### src/rtl/macc_collect_pkg.sv
// rtl/macc_collect_pkg.sv - shared types for the hls_macc_nb result collector
package macc_collect_pkg;

  localparam int NUM_OUT = 4;
  localparam int RES_DW  = 32;

  typedef struct packed {
    logic [NUM_OUT-1:0][RES_DW-1:0] data;
    logic [NUM_OUT-1:0]             mask;
  } res_t;

  typedef enum logic {
    ST_IDLE,
    ST_COLLECT
  } state_t;

endpackage

### src/rtl/macc_collect_fifo.sv
// rtl/macc_collect_fifo.sv - synchronous show-ahead FIFO with push/pop/count
module macc_collect_fifo #(
  parameter  int W     = 8,
  parameter  int DEPTH = 4,
  localparam int AW    = $clog2(DEPTH),
  localparam int PW    = AW + 1
) (
  input  logic          clk,
  input  logic          rst,
  input  logic          push,
  input  logic [W-1:0]  din,
  input  logic          pop,
  output logic [W-1:0]  dout,
  output logic          valid,
  output logic          push_ok,
  output logic [PW-1:0] count
);

  logic [W-1:0]  mem [DEPTH];
  logic [PW-1:0] wr_ptr;
  logic [PW-1:0] rd_ptr;
  logic          empty;
  logic          full;
  logic          pop_ok;

  // Extra pointer MSB tells full (same index, different lap) from empty.
  assign empty   = (wr_ptr == rd_ptr);
  assign full    = (wr_ptr[AW] != rd_ptr[AW]) && (wr_ptr[AW-1:0] == rd_ptr[AW-1:0]);
  assign pop_ok  = pop && !empty;
  assign push_ok = push && (!full || pop_ok);
  assign count   = wr_ptr - rd_ptr;
  assign valid   = !empty;
  assign dout    = empty ? '0 : mem[rd_ptr[AW-1:0]];

  always_ff @(posedge clk) begin
    if (rst) begin
      wr_ptr <= '0;
      rd_ptr <= '0;
    end else begin
      if (push_ok) wr_ptr <= wr_ptr + PW'(1);
      if (pop_ok)  rd_ptr <= rd_ptr + PW'(1);
    end
  end

  always_ff @(posedge clk) begin
    if (push_ok) mem[wr_ptr[AW-1:0]] <= din;
  end

endmodule

### src/rtl/macc_nb_result_collector.sv
// rtl/macc_nb_result_collector.sv - collects hls_macc_nb o1..o4 results into a streamed FIFO
// Optional MACC_COLLECT_SEQ_EN adds a 16-bit per-result sequence number on m_seq.
module macc_nb_result_collector
  import macc_collect_pkg::*;
#(
  parameter int DEPTH = 4,
  parameter int DW    = 32
) (
  input  logic              ap_clk,
  input  logic              ap_rst,
  input  logic [DW-1:0]     o1,
  input  logic [DW-1:0]     o2,
  input  logic [DW-1:0]     o3,
  input  logic [DW-1:0]     o4,
  input  logic              o1_ap_vld,
  input  logic              o2_ap_vld,
  input  logic              o3_ap_vld,
  input  logic              o4_ap_vld,
  input  logic              ap_done,
  output logic              start_ok,
  output logic [4*DW-1:0]   m_data,
  output logic [3:0]        m_mask,
  output logic              m_valid,
  input  logic              m_ready,
`ifdef MACC_COLLECT_SEQ_EN
  output logic [15:0]       m_seq,
`endif
  output logic              dup_err,
  output logic              ovf_err
);

  localparam int CW = $clog2(DEPTH) + 1;
  localparam logic [CW-1:0] START_LIM = CW'(DEPTH - 1);

  state_t                         state_q, state_nx;
  logic [NUM_OUT-1:0][DW-1:0]     in_w;
  logic [NUM_OUT-1:0]             vld;
  logic [NUM_OUT-1:0][DW-1:0]     slot_q, slot_cl;
  logic [NUM_OUT-1:0]             mask_q, mask_cl;
  logic                           pop;
  logic                           push_ok;
  logic [CW-1:0]                  count, cnt_nx;

  assign in_w = {o4, o3, o2, o1};
  assign vld  = {o4_ap_vld, o3_ap_vld, o2_ap_vld, o1_ap_vld};

  // Closing view: strobes arriving with ap_done are folded into the pushed result.
  always_comb begin
    slot_cl = slot_q;
    mask_cl = mask_q;
    for (int k = 0; k < NUM_OUT; k++) begin
      if (vld[k]) begin
        slot_cl[k] = in_w[k];
        mask_cl[k] = 1'b1;
      end
    end
  end

  always_comb begin
    state_nx = state_q;
    if (ap_done)    state_nx = ST_IDLE;
    else if (|vld)  state_nx = ST_COLLECT;
  end

  always_ff @(posedge ap_clk) begin
    if (ap_rst) begin
      state_q <= ST_IDLE;
      slot_q  <= '0;
      mask_q  <= '0;
      dup_err <= 1'b0;
      ovf_err <= 1'b0;
    end else begin
      state_q <= state_nx;
      if (ap_done) begin
        slot_q <= '0;
        mask_q <= '0;
      end else begin
        slot_q <= slot_cl;
        mask_q <= mask_cl;
      end
      if (|(vld & mask_q))    dup_err <= 1'b1;
      if (ap_done && !push_ok) ovf_err <= 1'b1;
    end
  end

`ifdef MACC_COLLECT_SEQ_EN
  localparam int EW = NUM_OUT*DW + NUM_OUT + 16;
  logic [15:0]   seq_q;
  logic [EW-1:0] fifo_din, fifo_dout;
  assign fifo_din = {seq_q, slot_cl, mask_cl};
  assign {m_seq, m_data, m_mask} = fifo_dout;

  always_ff @(posedge ap_clk) begin
    if (ap_rst)       seq_q <= '0;
    else if (push_ok) seq_q <= seq_q + 16'd1;
  end
`else
  localparam int EW = NUM_OUT*DW + NUM_OUT;
  logic [EW-1:0] fifo_din, fifo_dout;
  assign fifo_din = {slot_cl, mask_cl};
  assign {m_data, m_mask} = fifo_dout;
`endif

  assign pop = m_valid && m_ready;

  macc_collect_fifo #(
    .W     (EW),
    .DEPTH (DEPTH)
  ) u_fifo (
    .clk     (ap_clk),
    .rst     (ap_rst),
    .push    (ap_done),
    .din     (fifo_din),
    .pop     (pop),
    .dout    (fifo_dout),
    .valid   (m_valid),
    .push_ok (push_ok),
    .count   (count)
  );

  // Registered from the post-edge count so start_ok tracks occupancy without lag.
  assign cnt_nx = count + CW'(push_ok) - CW'(pop);

  always_ff @(posedge ap_clk) begin
    if (ap_rst) start_ok <= 1'b1;
    else        start_ok <= (cnt_nx < START_LIM);
  end

endmodule

### config.mk
export PLATFORM = sky130hd
export DESIGN_NAME = macc_nb_result_collector
export DESIGN_NICKNAME = d
export VERILOG_FILES = /design/src/rtl/macc_collect_pkg.sv /design/src/rtl/macc_collect_fifo.sv /design/src/rtl/macc_nb_result_collector.sv
export SDC_FILE = /design/constraint.sdc
export NUM_CORES = 1
export LEC_CHECK = 0
export ABC_AREA = 1
export BUFFER_PORTS_ARGS = -buffer_cell sky130_fd_sc_hd__buf_2
export CORE_MARGIN = 4
export CORE_UTILIZATION = 63
export DETAILED_ROUTE_END_ITERATION = 12
export PLACE_DENSITY = 0.85
export RECOVER_POWER = 100
export REMOVE_ABC_BUFFERS = 1
export SKIP_CTS_REPAIR_TIMING = 1
export SLEW_MARGIN = 20
export SYNTH_ARGS = -nofsm -noshare
export SYNTH_HDL_FRONTEND = slang
export SYNTH_SLANG_ARGS = --single-unit
### constraint.sdc
create_clock -name ap_clk -period 10.8 [get_ports ap_clk]
set_clock_uncertainty 0.05 [all_clocks]
set_input_delay 1.08 -clock ap_clk [delete_from_list [all_inputs] [get_ports ap_clk]]
set_output_delay 1.08 -clock ap_clk [all_outputs]
set_load 0.05 [all_outputs]
==> Word-level counts from Yosys, hierarchy flattened <==
Memory sizes are Yosys's and may differ from the RTL's. A register that Yosys moved wholly into a read port is not among the register bits.
Cells that the tools add are included.
{ "classes": {"n_addsub": 5, "n_mul": 0, "div_mod_pow": 0, "n_lt_le_gt_ge": 1, "eq_ne": 3, "shift": 0, "n_mux": 13, "bitwise": 1, "reduce_logical": 11} }
{ "ops": {"columns": ["operator", "n"], "rows": [
  ["132-bit two-way mux", 1],
  ["32-bit two-way mux", 4],
  ["3-bit by 1-bit adder with 3-bit output (second input constant)", 2],
  ["1-bit two-way mux", 6],
  ["1-bit logical AND", 5],
  ["4-bit bitwise AND", 1],
  ["2-bit two-way mux", 2],
  ["4-bit OR reduction", 1],
  ["3-bit by 1-bit adder with 3-bit output", 1],
  ["3-bit equality test", 1],
  ["1-bit logical NOT", 3],
  ["3-bit by 2-bit < comparator with 1-bit output (second input constant)", 1],
  ["3-bit by 1-bit subtractor with 3-bit output", 1],
  ["3-bit subtractor", 1],
  ["2-bit equality test", 1],
  ["2-bit OR reduction", 1],
  ["1-bit logical OR", 1],
  ["1-bit inequality test", 1]
]} }
{ "word_totals": {"ff_bits": 141, "latch_bits": 0, "ramBits": 528, "mem_bits_ro": 0, "out_inout_bits": 136, "n_memories": 1} }
{ "mem_list": {"columns": ["memory", "words", "word_bits", "rd", "rd_clocked_by_memory_dff", "write_ports", "line", "text"], "rows": [
  ["u_fifo.mem", 4, 132, 1, 1, 1, "macc_collect_fifo.sv:19", "logic [W-1:0] mem [DEPTH];"]
]} }

==> Logic depth before layout (Yosys ltp) <==
{ "logic_depth": {"word_depth": 9, "depth_mapped": 14, "depth_no_buf": 14} }

==> Cells and area by module <==
From an unflattened synthesis, not the netlist that was laid out.
{ "unflattened": {"hier_cells": 2363, "hier_area_um2": 26628.0} }
{ "by_module_without_submodules": {"columns": ["module", "instances", "cells_per_inst", "area_each_um2", "seq_area_each_um2"], "rows": [
  ["macc_collect_fifo", 1, 1626, 21053.9, 16015.4],
  ["macc_nb_result_collector", 1, 737, 5574.1, 2702.6]
]} }

==> Worst setup path before layout <==
OpenSTA, ideal clock, no wires.
{ "synth_timing": {"kind": "input -> register", "from": "input m_ready", "to": "memory u_fifo.mem[0][0] (netlist bit) (enable)", "setup_time_ps": 626, "arrival_ps": 6876, "t_required_ps": 10124, "path_slack_ps": 3248, "stages": 4, "cell_sequence": "nor2_1 -> nand2_1 -> nand2_1 -> nor2_1"} }
{ "synth_via": {"elab_chain_cells": 6} }
{ "synth_lines": {"columns": ["item", "line", "text"], "rows": [
  ["start: declaration", "macc_nb_result_collector.sv:24", "input logic m_ready,"],
  ["1-bit logical AND", "macc_nb_result_collector.sv:104", "assign pop = m_valid && m_ready;"],
  ["1-bit logical AND", "macc_collect_fifo.sv:29", "assign pop_ok = pop && !empty;"],
  ["1-bit logical OR", "macc_collect_fifo.sv:30", "assign push_ok = push && (!full || pop_ok);"],
  ["1-bit logical AND", "macc_collect_fifo.sv:30", null],
  ["1-bit two-way mux", "macc_collect_fifo.sv:46", "if (push_ok) mem[wr_ptr[AW-1:0]] <= din;"],
  ["1-bit two-way mux (implied by the code)", "macc_collect_fifo.sv:46", null],
  ["end: declaration", "macc_collect_fifo.sv:19", null]
]} }
Every way passes these cells.

==> Final worst setup path <==
{ "layout_timing": {"from": "register u_fifo.wr_ptr[0]", "to": "output m_data[68]"} }
{ "layout_via": {"elab_chain_cells": 2} }
{ "layout_lines": {"columns": ["item", "line", "text"], "rows": [
  ["start: declaration", "macc_collect_fifo.sv:20", "logic [PW-1:0] wr_ptr;"],
  ["start signal: assignment", "macc_collect_fifo.sv:40", "if (push_ok) wr_ptr <= wr_ptr + PW'(1);"],
  ["3-bit equality test", "macc_collect_fifo.sv:27", "assign empty = (wr_ptr == rd_ptr);"],
  ["132-bit two-way mux", "macc_collect_fifo.sv:33", "assign dout = empty ? '0 : mem[rd_ptr[AW-1:0]];"],
  ["end: declaration", "macc_nb_result_collector.sv:21", "output logic [4*DW-1:0] m_data,"]
]} }
Every way passes these cells.

==> impl_metrics.tcl <==
set metrics [dict create \
    hp-class "flop to flop" \
    num-nets-final 2577 \
    hold-path-cell-count 2 \
    final_period_demand_of_the_worst_path_ns 7.48 \
    placeableCoreArea_mm2 0.0410 \
    synth_top_cells_by_count "545 x sky130_fd_sc_hd__nand2_1, 528 x sky130_fd_sc_hd__edfxtp_1, 151 x sky130_fd_sc_hd__inv_1" \
    seq_area_frac_synth_pct 71.4 \
    dieArea_mm2 0.0449 \
    rsz_0062_raised_after_global_routing "no" \
    synth_most_common_cell "sky130_fd_sc_hd__nand2_1" \
    outcome "finished, violations left" \
    layout.core_utilization_pct 72.0 \
    detailed_route_vias_per_instance 5.79 \
    synthDominantAreaCellType "sky130_fd_sc_hd__edfxtp_1" \
    critical_path_required_ns 9.67 \
    grt_residual_overflow 0 \
    ant_nets 0 \
    failed_checks "max-capacitance violations, max-slew violations" \
    clock_insertion_delay_worst_skew_ns 0.61 \
    synth_area_leaders "sky130_fd_sc_hd__edfxtp_1 60%, sky130_fd_sc_hd__dfxtp_1 11%, sky130_fd_sc_hd__nand2_1 7.8%" \
    number_of_antenna_violations_at_the_first_check_in_global_routing 0 \
    vdd_ir_drop_max_mv 0.263 \
    worst_slew_pin_slew_ns 4.43 \
    grt_max_degree 91 \
    leakage_power_nw 11.6 \
    finalMaxSlewViolations 981 \
    dp_hpwl_um 32400 \
    drv.max_cap_violation_count 19 \
    grt_pass1_wl_um 90800 \
    die_w_um 212 \
    num_io_pins 272 \
    worst_setup_path_end_kind "output port" \
    num_rows 74 \
    diodes 0 \
    finalSetupViolCount 0 \
    route.final.wire_length_um 59300 \
    htree_levels 2 \
    path_max_fanout 77 \
    post-route-drc-count 0 \
    final.period_utilization_pct 69.3 \
    netlist_instances 2206 \
    critPathArrivalTime_ns 6.35 \
    flow.area_growth_from_synthesis_pct 12.6 \
    clk_root_buffer_cell "sky130_fd_sc_hd__clkbuf_16" \
    timing_worst_setup_path_type "flop to output port" \
    drtPass1Iterations 8 \
    slew_headroom_pct -195 \
    clk_transition_reported_paths_ns 0.06 \
    async_flop_share_pct 0 \
    power_per_standard_cell_area_mw_per_mm2 218 \
    ff2ff_path_depth 14 \
    gp_congestion 0.790 \
    ys.flop_type "sky130_fd_sc_hd__edfxtp_1" \
    first_global_vias 17500 \
    finalHoldViolations 0 \
    fmax_ghz 0.134 \
    startpoint_type "flop" \
    timing.setup.tns_ns 0 \
    cts-root-to-sink-buffers 3 \
    detailroute.via_count 17400 \
    floorplan.initialDensity_pct 63.9 \
    layout-drive-gt1-share_pct 9.31 \
    post_synth_num_cell_types 24 \
    io_buffer_count 271 \
    beginning_of_the_worst_register_to_register_path "u_fifo.wr_ptr[0]" \
    post_synth_instance_area_mm2 0.0262 \
    track_usage_pct 25.7 \
    ys_ff_latch 671 \
    yosys.area.top_type_share_pct 60.5 \
    cts_sinks 671 \
    cts_tree "built" \
    synth-edff-count 528 \
    worstReg2RegEnd "start_ok" \
    syn_avg_cell_area_um2 11.9 \
    initialDrtViolationCount 1721 \
    reg2reg_slack_ns 3.49 \
    yosys_warns 0 \
    placed_area_mm2 0.0279 \
    hold-path-endpoint "slot_q[72]" \
    wire_per_inst_um 19.7 \
    timing.hold.worst.start "slot_q[72]" \
    die_h_um 212 \
    cts_buffer_count 61 \
    finish.instance_area_mm2 0.0295 \
]
[where the power goes]
part / total [mW] / switching [mW] / internal, mW
Clock: 2.07 / 0.878 / 1.20
Combinational: 1.37 / 1.07 / 0.299
Sequential: 2.98 / 0.0566 / 2.93
Total: 6.43 / 2.01 / 4.42
[cell usage in the layout (no fill, tap or decap), drive strengths merged]
cell / Yosys / layout
clkbuf: 75 / 250
buf: 55 / 144
bufinv: 0 / 3
nand3: 4 / 4
xor2: 3 / 3
nand2: 545 / 545
inv: 153 / 155
o21ai: 134 / 134
nor2: 148 / 148
or2: 1 / 1
edfxtp: 528 / 528
clkinvlp: 0 / 1
a21oi: 138 / 138
o22ai: 132 / 132
clkinv: 4 / 9
dfxtp: 143 / 143
ha: 8 / 8
nand3b: 1 / 1
fa: 2 / 2
mux2i: 132 / 132
[kinds of logic (layout without fill, tap and decap cells)]
group,count (synthesis),in the layout,synth area share [%]
AND/OR/NAND/NOR,699,699,10.1
flip-flops,671,671,71.4
AO/OA/AOI/OAI,404,404,8.34
buffers and inverters,287,562,4.54
multiplexers,132,132,5.04
adder cells (fa/ha/maj),10,10,0.534
XOR/XNOR,3,3,0.100
[worst max-delay path, stage by stage (launching register included)]
cell and delay [ns]:
sky130_fd_sc_hd__dfxtp_1 0.37, sky130_fd_sc_hd__inv_1 0.17, sky130_fd_sc_hd__nand2_1 0.07, sky130_fd_sc_hd__nand2_1 0.06, sky130_fd_sc_hd__nor2_1 0.08, sky130_fd_sc_hd__nand2_4 0.60
sky130_fd_sc_hd__clkbuf_1 3.05, sky130_fd_sc_hd__nand2_1 0.53, sky130_fd_sc_hd__inv_1 0.17, sky130_fd_sc_hd__clkbuf_1 0.49
[stage by stage]
step                hold slack [ns]  setup WS [ns]  std cells  total power [mW]
floorplan                     0.398         -0.667       2076              4.10
global placement              0.387           6.34       2900              4.37
detailed placement            0.394           6.24       2900              4.40
CTS                           0.409           5.52       3013              6.46
global route                  0.429           2.95       3013              6.66
finish                        0.417           3.32       3013              6.43
[metal layers]
metal	part of all wire (%)	routed length, um	vias to the layer above	GRT usage [%]
met5	0	0	-	0
met4	2.7	1600	0	9.86
met3	7.9	4700	111	4.00
met2	50	29900	812	43.7
met1	39	23100	8401	34.0
li1	-	-	8110	-
[state kept, by name (all words and copies together) (netlist names), named ones only]
signal,count
ovf_err,1
slot_q,128
u_fifo.rd_ptr,3
dup_err,1
start_ok,1
mask_q,4
u_fifo.wr_ptr,3
u_fifo.mem,528
[layout make-up]
| type | instances | area [um^2] |
|---|---|---|
| Clock inverter | 11 | 138 |
| Inverter | 157 | 593 |
| Tap cell | 532 | 666 |
| Multi-Input combinational cell | 1248 | 6330 |
| Sequential cell | 671 | 18700 |
| Fill cell | 2743 | 11500 |
| Timing Repair Buffer | 292 | 1290 |
| Clock buffer | 102 | 1790 |
[worst max path at each step]
stage                     startpoint    endpoint  cells past startpoint
finish              u_fifo.wr_ptr[0]  m_data[68]                      9
global route                    flop   m_data[2]                      6
global placement                flop  m_data[68]                      7
detailed placement              flop  m_data[66]                      7
floorplan                       flop   m_data[0]                      5
CTS                             flop  m_data[66]                      7
(Power assumes the default switching activity.)
